[src/rtl/i2c_slave.sv]
// I2C target endpoint: conditions SCL/SDA, tracks START/STOP, matches a fixed
// 7-bit address, streams written bytes out and fetches read bytes on request.
module i2c_slave #(
    parameter logic [6:0] ADDRESS       = 7'h68,
    parameter int         FILTER_CYCLES = 3
) (
    input  logic       clk,
    input  logic       rst,
    input  logic       scl_i,
    output logic       scl_t,
    output logic       scl_o,
    input  logic       sda_i,
    output logic       sda_t,
    output logic       sda_o,
    output logic       busy,
    output logic       rw,
    output logic       wr_valid,
    output logic [7:0] wr_data,
    output logic       wr_first,
    input  logic       wr_ack,
    output logic       rd_req,
    input  logic [7:0] rd_data,
    output logic       rd_nack
);

    localparam int CW = (FILTER_CYCLES > 1) ? $clog2(FILTER_CYCLES) : 1;
    localparam logic [CW-1:0] FILT_LAST = CW'(FILTER_CYCLES - 1);

    localparam logic [2:0] S_IDLE      = 3'd0;
    localparam logic [2:0] S_ADDR      = 3'd1;
    localparam logic [2:0] S_ADDR_ACK  = 3'd2;
    localparam logic [2:0] S_WRITE     = 3'd3;
    localparam logic [2:0] S_WRITE_ACK = 3'd4;
    localparam logic [2:0] S_READ      = 3'd5;
    localparam logic [2:0] S_READ_ACK  = 3'd6;
    localparam logic [2:0] S_IGNORE    = 3'd7;

    logic [1:0] w_pin;
    logic [1:0] w_filt;
    assign w_pin = {sda_i, scl_i};

    // Channel 0 is SCL, channel 1 is SDA: synchronize, then require a stable level.
    genvar gi;
    generate
        for (gi = 0; gi < 2; gi++) begin : g_cond
            logic          r_s1;
            logic          r_s2;
            logic          r_f;
            logic [CW-1:0] r_cnt;
            always_ff @(posedge clk) begin
                if (rst) begin
                    r_s1  <= 1'b1;
                    r_s2  <= 1'b1;
                    r_f   <= 1'b1;
                    r_cnt <= '0;
                end else begin
                    r_s1 <= w_pin[gi];
                    r_s2 <= r_s1;
                    if (r_s2 == r_f) begin
                        r_cnt <= '0;
                    end else if (r_cnt == FILT_LAST) begin
                        r_f   <= r_s2;
                        r_cnt <= '0;
                    end else begin
                        r_cnt <= r_cnt + CW'(1);
                    end
                end
            end
            assign w_filt[gi] = r_f;
        end
    endgenerate

    logic       w_scl_f, w_sda_f;
    logic       w_scl_rise, w_scl_fall, w_start, w_stop;
    logic [7:0] w_byte;

    logic       r_scl_d, r_sda_d;
    logic [2:0] r_state;
    logic [2:0] r_bit_cnt;
    logic [7:0] r_shift;
    logic       r_sda_t, r_busy, r_rw;
    logic       r_wr_valid, r_wr_first, r_first_pend, r_wr_ack;
    logic [7:0] r_wr_data;
    logic       r_rd_req, r_rd_nack;
    logic       r_ack_phase;

    assign w_scl_f    = w_filt[0];
    assign w_sda_f    = w_filt[1];
    assign w_scl_rise = w_scl_f & ~r_scl_d;
    assign w_scl_fall = ~w_scl_f & r_scl_d;
    assign w_start    = w_scl_f & r_sda_d & ~w_sda_f;
    assign w_stop     = w_scl_f & ~r_sda_d & w_sda_f;
    assign w_byte     = {r_shift[6:0], w_sda_f};

    always_ff @(posedge clk) begin
        if (rst) begin
            r_scl_d      <= 1'b1;
            r_sda_d      <= 1'b1;
            r_state      <= S_IDLE;
            r_bit_cnt    <= '0;
            r_shift      <= '0;
            r_sda_t      <= 1'b1;
            r_busy       <= 1'b0;
            r_rw         <= 1'b0;
            r_wr_valid   <= 1'b0;
            r_wr_data    <= '0;
            r_wr_first   <= 1'b0;
            r_first_pend <= 1'b0;
            r_wr_ack     <= 1'b0;
            r_rd_req     <= 1'b0;
            r_rd_nack    <= 1'b0;
            r_ack_phase  <= 1'b0;
        end else begin
            r_scl_d    <= w_scl_f;
            r_sda_d    <= w_sda_f;
            r_wr_valid <= 1'b0;
            r_rd_req   <= 1'b0;
            r_rd_nack  <= 1'b0;
            // The user answers wr_ack in the wr_valid cycle; hold it for the ACK slot.
            if (r_wr_valid) begin
                r_wr_ack <= wr_ack;
            end
            if (w_start) begin
                r_state     <= S_ADDR;
                r_bit_cnt   <= '0;
                r_sda_t     <= 1'b1;
                r_busy      <= 1'b0;
                r_ack_phase <= 1'b0;
            end else if (w_stop) begin
                r_state     <= S_IDLE;
                r_sda_t     <= 1'b1;
                r_busy      <= 1'b0;
                r_ack_phase <= 1'b0;
            end else begin
                case (r_state)
                    S_ADDR: begin
                        if (w_scl_rise) begin
                            r_shift   <= w_byte;
                            r_bit_cnt <= r_bit_cnt + 3'd1;
                            if (r_bit_cnt == 3'd7) begin
                                if (w_byte[7:1] == ADDRESS) begin
                                    r_rw        <= w_byte[0];
                                    r_rd_req    <= w_byte[0];
                                    r_ack_phase <= 1'b0;
                                    r_state     <= S_ADDR_ACK;
                                end else begin
                                    r_state <= S_IGNORE;
                                end
                            end
                        end
                    end
                    S_ADDR_ACK: begin
                        if (w_scl_fall) begin
                            if (!r_ack_phase) begin
                                r_sda_t     <= 1'b0;
                                r_ack_phase <= 1'b1;
                            end else begin
                                r_ack_phase <= 1'b0;
                                r_busy      <= 1'b1;
                                r_bit_cnt   <= '0;
                                if (r_rw) begin
                                    r_shift <= rd_data;
                                    r_sda_t <= rd_data[7];
                                    r_state <= S_READ;
                                end else begin
                                    r_sda_t      <= 1'b1;
                                    r_first_pend <= 1'b1;
                                    r_state      <= S_WRITE;
                                end
                            end
                        end
                    end
                    S_WRITE: begin
                        if (w_scl_rise) begin
                            r_shift   <= w_byte;
                            r_bit_cnt <= r_bit_cnt + 3'd1;
                            if (r_bit_cnt == 3'd7) begin
                                r_wr_valid   <= 1'b1;
                                r_wr_data    <= w_byte;
                                r_wr_first   <= r_first_pend;
                                r_first_pend <= 1'b0;
                                r_ack_phase  <= 1'b0;
                                r_state      <= S_WRITE_ACK;
                            end
                        end
                    end
                    S_WRITE_ACK: begin
                        if (w_scl_fall) begin
                            if (!r_ack_phase) begin
                                r_sda_t     <= ~r_wr_ack;
                                r_ack_phase <= 1'b1;
                            end else begin
                                r_sda_t     <= 1'b1;
                                r_ack_phase <= 1'b0;
                                r_state     <= S_WRITE;
                            end
                        end
                    end
                    S_READ: begin
                        if (w_scl_fall) begin
                            if (r_bit_cnt == 3'd7) begin
                                r_sda_t     <= 1'b1;
                                r_bit_cnt   <= '0;
                                r_ack_phase <= 1'b0;
                                r_state     <= S_READ_ACK;
                            end else begin
                                r_shift   <= {r_shift[6:0], 1'b0};
                                r_sda_t   <= r_shift[6];
                                r_bit_cnt <= r_bit_cnt + 3'd1;
                            end
                        end
                    end
                    S_READ_ACK: begin
                        // r_ack_phase marks "master ACKed, next byte loads on the coming fall".
                        if (w_scl_rise && !r_ack_phase) begin
                            if (!w_sda_f) begin
                                r_rd_req    <= 1'b1;
                                r_ack_phase <= 1'b1;
                            end else begin
                                r_rd_nack <= 1'b1;
                                r_state   <= S_IGNORE;
                            end
                        end else if (w_scl_fall && r_ack_phase) begin
                            r_shift     <= rd_data;
                            r_sda_t     <= rd_data[7];
                            r_bit_cnt   <= '0;
                            r_ack_phase <= 1'b0;
                            r_state     <= S_READ;
                        end
                    end
                    default: begin
                    end
                endcase
            end
        end
    end

    assign scl_t    = 1'b1;
    assign scl_o    = 1'b0;
    assign sda_o    = 1'b0;
    assign sda_t    = r_sda_t;
    assign busy     = r_busy;
    assign rw       = r_rw;
    assign wr_valid = r_wr_valid;
    assign wr_data  = r_wr_data;
    assign wr_first = r_wr_first;
    assign rd_req   = r_rd_req;
    assign rd_nack  = r_rd_nack;

endmodule
[config.mk]
export PLATFORM = sky130hd
export DESIGN_NAME = i2c_slave
export DESIGN_NICKNAME = d
export VERILOG_FILES = /design/src/rtl/i2c_slave.sv
export SDC_FILE = /design/constraint.sdc
export NUM_CORES = 1
export LEC_CHECK = 0
export ABC_AREA = 1
export BUFFER_PORTS_ARGS = -buffer_cell sky130_fd_sc_hd__buf_2
export CAP_MARGIN = 20
export CORE_UTILIZATION = 45
export DETAILED_ROUTE_END_ITERATION = 8
export GPL_ROUTABILITY_DRIVEN = 0
export PLACE_DENSITY = 0.65
export SETUP_SLACK_MARGIN = 0.4
export SYNTH_ARGS = -nofsm -noshare
export SYNTH_HDL_FRONTEND = slang
export SYNTH_SLANG_ARGS = --single-unit
[constraint.sdc]
create_clock -name clk -period 4.4 [get_ports clk]
set_clock_uncertainty 0.1 [all_clocks]
set_input_delay 0.66 -clock clk [delete_from_list [all_inputs] [get_ports clk]]
set_output_delay 0.66 -clock clk [all_outputs]
set_load 0.03 [all_outputs]
==> results of run 1 <==
stage by stage:
stage / instance area, µm² / worst slack (ns) / power [mW] / std cells / hold slack (ns)
finish: 2380 / 2.33 / 1.10 / 381 / 0.314
global route: 2380 / 2.12 / 1.17 / 381 / 0.336
CTS: 2380 / 2.37 / 1.10 / 381 / 0.318
detailed placement: 2280 / 2.40 / 0.832 / 373 / 0.305
global placement: 2280 / 2.43 / 0.835 / 373 / 0.295
floorplan: 2120 / 2.74 / 0.756 / 301 / 0.289
cell type report:
cell class              count  area [µm²]
clock inverters             2        16.3
fillers                   442        2070
flip-flops and latches     43         861
inverters                  35         131
clock buffers               6        82.6
well taps                  52        65.1
repair buffers             27         135
multi-input cells         216        1090
final timing paths:
path                            startpoint                            end  slack [ns]  cells after the start
min reg2reg  g_cond[1].r_cnt[0]$_SDFF_PP0_  g_cond[1].r_cnt[0]$_SDFF_PP0_        0.31                      1
max reg2reg        r_state[2]$_SDFFE_PP0P_        wr_data[2]$_SDFFE_PP0P_        2.33                      7
max                r_state[2]$_SDFFE_PP0P_        wr_data[2]$_SDFFE_PP0P_        2.33                      7
min          g_cond[1].r_cnt[0]$_SDFF_PP0_  g_cond[1].r_cnt[0]$_SDFF_PP0_        0.31                      1
cell usage after synthesis (4+ instances only):
| cell type | count | area share [%] |
|---|---|---|
| buf_4 | 4 | 1.4 |
| nand3_1 | 23 | 5.4 |
| inv_1 | 31 | 5.5 |
| or2_2 | 4 | 1.2 |
| nand2_1 | 63 | 11 |
| a21oi_1 | 30 | 7.1 |
| dfxtp_1 | 43 | 41 |
| inv_2 | 4 | 0.71 |
| ha_1 | 4 | 2.4 |
| nor2_1 | 35 | 6.2 |
| o21ai_0 | 29 | 6.9 |
logic make-up (layout without fill, tap and decap cells):
family          after synthesis  in the layout  share of synthesized area (%)
flops                        43             43                           40.7
simple gates                142            142                           30.7
other cells                   2              3                          0.355
compound gates               67             67                           17.7
fa+ha+maj                     4              4                           2.36
buf+inv                      42             70                           8.21
per-layer routing:
metal | GRT usage, % | vias to the layer above | wire, µm
met4 | 11.8 | 0 | 171
met1 | 28.6 | 886 | 2300
met2 | 31.6 | 73 | 2070
met3 | 4.13 | 18 | 299
met5 | 0 | - | 0
li1 | - | 1034 | -
report_power, final:
part	leakage, nW	internal [mW]	switching, mW
Clock	0.0474	0.128	0.141
Combinational	0.715	0.118	0.246
Sequential	0.349	0.429	0.0375
Total	1.11	0.675	0.425
state kept, by name, indices dropped and copies added, names as in the netlist:
signal	flops
r_shift	7
wr_valid	1
rd_nack	1
g_cond.r_f	2
r_state	3
g_cond.r_s2	2
r_bit_cnt	3
sda_t	1
busy	1
r_wr_ack	1
r_sda_d	1
rd_req	1
wr_first	1
wr_data	8
r_scl_d	1
g_cond.r_cnt	4
r_ack_phase	1
rw	1
g_cond.r_s1	2
r_first_pend	1
==> results.md, run 1 <==
- Commonest non-fill, non-tap cells in the layout: 63 x nand2_1, 43 x dfxtp_1, 35 x nor2_1
- Residual DRC: 0
- Area growth syn-to-layout: 12.3%
- Critical path, cell by cell: inv_1, nand2_2, nor2_1, inv_2, nor3_4, o21ai_0, a21oi_1
- Cell Area, Synth: 2120 µm²
- CTS sink cnt: 43
- CP required: 4.53 ns
- Pins Over Slew Limit: 0
- Seq cells post-synth: 43
- Antenna violations before repair: 0
- Post-synth EDFFs: 0
- Num CTS Buffers: 5
- FMAX: 483 MHz
- Fin Setup TNS: 0 ns
- Max Cap Viol: 0
- Final Hold Viols: 0
- Most common cell after layout, fill and taps aside: nand2_1
- Inserted Diodes: 0
- Slew @ Worst Pin: 0.563 ns
- Startpoint types: flip-flop
- VDD IR max: 0.000219 V
- Worst EP arrival: 2.20 ns
- RSZ-0062 raised after global routing: false
- Rel. slew slack: 62.3%
- Vias in the first global route: 1,805
- Synth cell types: 29
- CP delay by family, top: simple AND/OR/NAND/NOR gates
- Largest stage delay on the critical path: 0.50 ns
- CTS H-tree depth: 2
- Grt ovf: 0
- Hold buffer count at CTS: 0
- Post_cts resized: 0
- WP buf/inv: 2
- Final setup viols: 0
- Sequential share of the synthesized area: 40.7%
- Leak: 1.11 nW
- Synth Flop Type: dfxtp_1
- Post-Synthesis Cells: 300
- DRT antenna net count: 0
- Worst-skew pair later-pin latency: 0.30 ns
- CP Class: flip-flop to flip-flop
- Post-DP HPWL: 3.62 mm
- Initial Util: 47.6%
- CP endpoint kind: flip-flop
- IO Port Bufs: 27
- Total number of vias: 2,011
- Critical-path maximum fanout: 19
- Clk buf depth: 2
- Pin count of the biggest net entering global routing: 20
- Die width: 70.6 µm
- CTS tree: built
- Worst path slowest cell: nor3_4
- Final Cycle Share: 47.0%
- CORE AREA: 4440 µm²
- Vias per Instance: 5.28
- Post-CTS Setup Inserts: 0
- 1st-iter DRT viols: 236
- Warnings from Yosys: 0
- Power Density: 462 nW/µm²
- Status: completed
- Row cnt: 24
- Final Util: 53.5%
- Die H: 70.6 µm
- Clock transition at path regs: 0.09 ns
- First-pass GRT wire length: 8.20 mm
- Hold crit path type: flip-flop to flip-flop
- Mapped Avg Cell Area: 7.06 µm²
- Clock period minus worst slack: 2.07 ns
- Nets@finish: 345
- Overall Global Routing Usage: 21.1%
- Drt pass-1 iters: 5
- Fraction of registers with async set/reset: 0%
- Io pins: 31
- Final wirelength: 4.84 mm
- Layout cells sized above 1: 16.7%
- Die area: 4980 µm²
- Routed wire per std cell: 12.7 µm
- CTS root buffer: clkbuf_8
No activity file was read; power rests on OpenSTA's default activity.
==> run 2, diff against run 1 <==
==> constraint.sdc (replaced) <==
create_clock -name clk -period 2.13 [get_ports clk]
set_clock_uncertainty 0.1 [all_clocks]
set_input_delay 0.3195 -clock clk [delete_from_list [all_inputs] [get_ports clk]]
set_output_delay 0.3195 -clock clk [all_outputs]
set_load 0.03 [all_outputs]
==> results.md, run 2 (synthesis results as in run 1) <==
- Status: completed
- Vias per Instance: 5.38 (+2.0%)
- Startpoint types: flip-flop
- CTS tree: built
- Antenna violations before repair: 0 (unchanged)
- Most common cell after layout, fill and taps aside: nand2_1
- Register Area: 875 µm² (+1.6%)
- Clk buf depth: 2 (unchanged)
- FMAX: 593 MHz (+23%)
- Filler Cell Count: 408 (-7.7%)
- Critical-path maximum fanout: 8 (-11)
- CORE AREA: 4440 µm² (unchanged)
- Met1 usage: 31.0% (+2.4 points)
- 1st-iter DRT viols: 211 (-11%)
- Inserted Diodes: 0 (unchanged)
- CTS root buffer: clkbuf_8
- Num CTS Buffers: 5 (unchanged)
- Die H: 70.6 µm (unchanged)
- Final wirelength: 5.27 mm (+8.8%)
- Final Power: 2.59 mW (+140%)
- Pins Over Slew Limit: 0 (unchanged)
- Max Cap Viol: 0 (unchanged)
- RSZ-0062 raised after global routing: true
- DRT antenna net count: 0 (unchanged)
- VDD IR max: 0.000509 V (+130%)
- Fin Setup TNS: 0 ns (unchanged)
- Final Hold Viols: 0 (unchanged)
- CP endpoint kind: flip-flop
- Drt pass-1 iters: 5 (unchanged)
- Die width: 70.6 µm (unchanged)
- Residual DRC: 0 (unchanged)
- Area growth syn-to-layout: 25.4%
- Overall Global Routing Usage: 22.6% (+1.5 points)
- CP required: 2.27 ns (-2.26 ns)
- Area of the multi-input gates: 1170 µm² (+7.7%)
- Power Density: 975 nW/µm² (+110%)
- Hold buffer count at CTS: 0 (unchanged)
- Die area: 4980 µm² (unchanged)
- Nets@finish: 362 (+4.9%)
- Io pins: 31 (unchanged)
- CTS H-tree depth: 2 (unchanged)
- First-pass GRT wire length: 8.74 mm (+6.6%)
- Vias in the first global route: 1,873 (+3.8%)
- Total number of vias: 2,142 (+6.5%)
- Final setup viols: 0 (unchanged)
- Routed wire per std cell: 13.2 µm (+4.2%)
- Initial Util: 47.6% (unchanged)
- Row cnt: 24 (unchanged)
- Worst EP arrival: 1.82 ns (-0.38 ns)
- Most used routing layer: met2
- Grt ovf: 0 (unchanged)
- IO Port Bufs: 27 (unchanged)
- Worst-skew pair later-pin latency: 0.31 ns (about the same)
- Leak: 1.22 nW (+9.7%)
- Layout cells sized above 1: 26.6% (+9.9 points)
- Final Cycle Share: 79.2% (+32 points)
- Number of flip-flops in the largest register: 8 (unchanged)
- Met3 usage: 3.85% (-0.28 points)
- Pin count of the biggest net entering global routing: 20 (unchanged)
- Clock period minus worst slack: 1.69 ns (-0.382 ns)
- Commonest non-fill, non-tap cells in the layout: 62 x nand2_1, 36 x dfxtp_1, 30 x nor2_1
- Post-DP HPWL: 3.66 mm (+1.2%)
- Hold crit path type: primary input to flip-flop
- CP Class: flip-flop to flip-flop
- Met2 usage: 33.8% (+2.2 points)
- Clock transition at path regs: 0.09 ns (about the same)
- CTS sink cnt: 43 (unchanged)
-- run 2: power breakdown --
group          internal [mW]  leakage, nW  total, mW  switching [mW]
clock network          0.353       0.0548      0.667           0.314
registers              0.893        0.351      0.980          0.0876
logic                  0.349        0.813      0.941           0.592
total                   1.59         1.22       2.59           0.994
-- run 2: timing repair --
| item | CTS | global route |
|---|---|---|
| gates resized for setup | 8 | 30 |
| buffers inserted | 1 | 9 |
| endpoints found under the setup margin | 21 | 23 |
| gates cloned | 0 | 3 |
| pin swaps | 1 | 5 |
-- run 2: path summary, 6_finish.rpt --
path,start,to,slack [ns],cells past startpoint
setup / recovery,r_state[0]$_SDFFE_PP0P_,wr_first$_SDFFE_PP0P_,0.44,8
hold / removal,sda_i,g_cond[1].r_s1$_SDFF_PP1_,0.09,2
setup reg to reg,r_state[0]$_SDFFE_PP0P_,wr_first$_SDFFE_PP0P_,0.44,8
hold reg to reg,g_cond[1].r_cnt[0]$_SDFF_PP0_,g_cond[1].r_cnt[0]$_SDFF_PP0_,0.31,1
-- run 2: metrics by stage --
stage | worst slack, ns | util [%] | cells | hold WS (ns) | cell area (µm²)
4_1_cts | 0.392 | 55.6 | 386 | 0.0799 | 2470
6_report | 0.443 | 59.7 | 398 | 0.0873 | 2660
2_1_floorplan | 0.469 | - | 301 | 0.289 | 2120
5_1_grt | 0.377 | 59.7 | 398 | 0.0728 | 2660
3_3_place_gp | 0.252 | 51.9 | 377 | 0.291 | 2310
3_5_place_dp | 0.242 | 51.9 | 377 | 0.306 | 2310
-- run 2: area by class of cell --
type                            instances  share of cell area [%]
Clock buffer                            5                    2.59
Tap cell                               52                    2.45
Inverter                               35                    5.33
Clock inverter                          3                    1.74
Timing Repair Buffer                   43                    10.6
Timing Repair inverter                  1                   0.283
Multi-Input combinational cell        216                    44.1
Sequential cell                        43                    32.9
-- run 2: critical path, stage by stage (launching register included) --
cell      delay [ns]
dfxtp_2         0.36
buf_4           0.14
nand2_4         0.08
nor2_4          0.16
inv_2           0.08
nor3_4          0.24
clkbuf_4        0.23
o21ai_0         0.08
a21oi_1         0.15
-- run 2: routing by layer --
metal  vias up  routed length, µm
li1       1074                  -
met1       970               2520
met2        82               2310
met3        16                271
met4         0                161
met5         -                  0
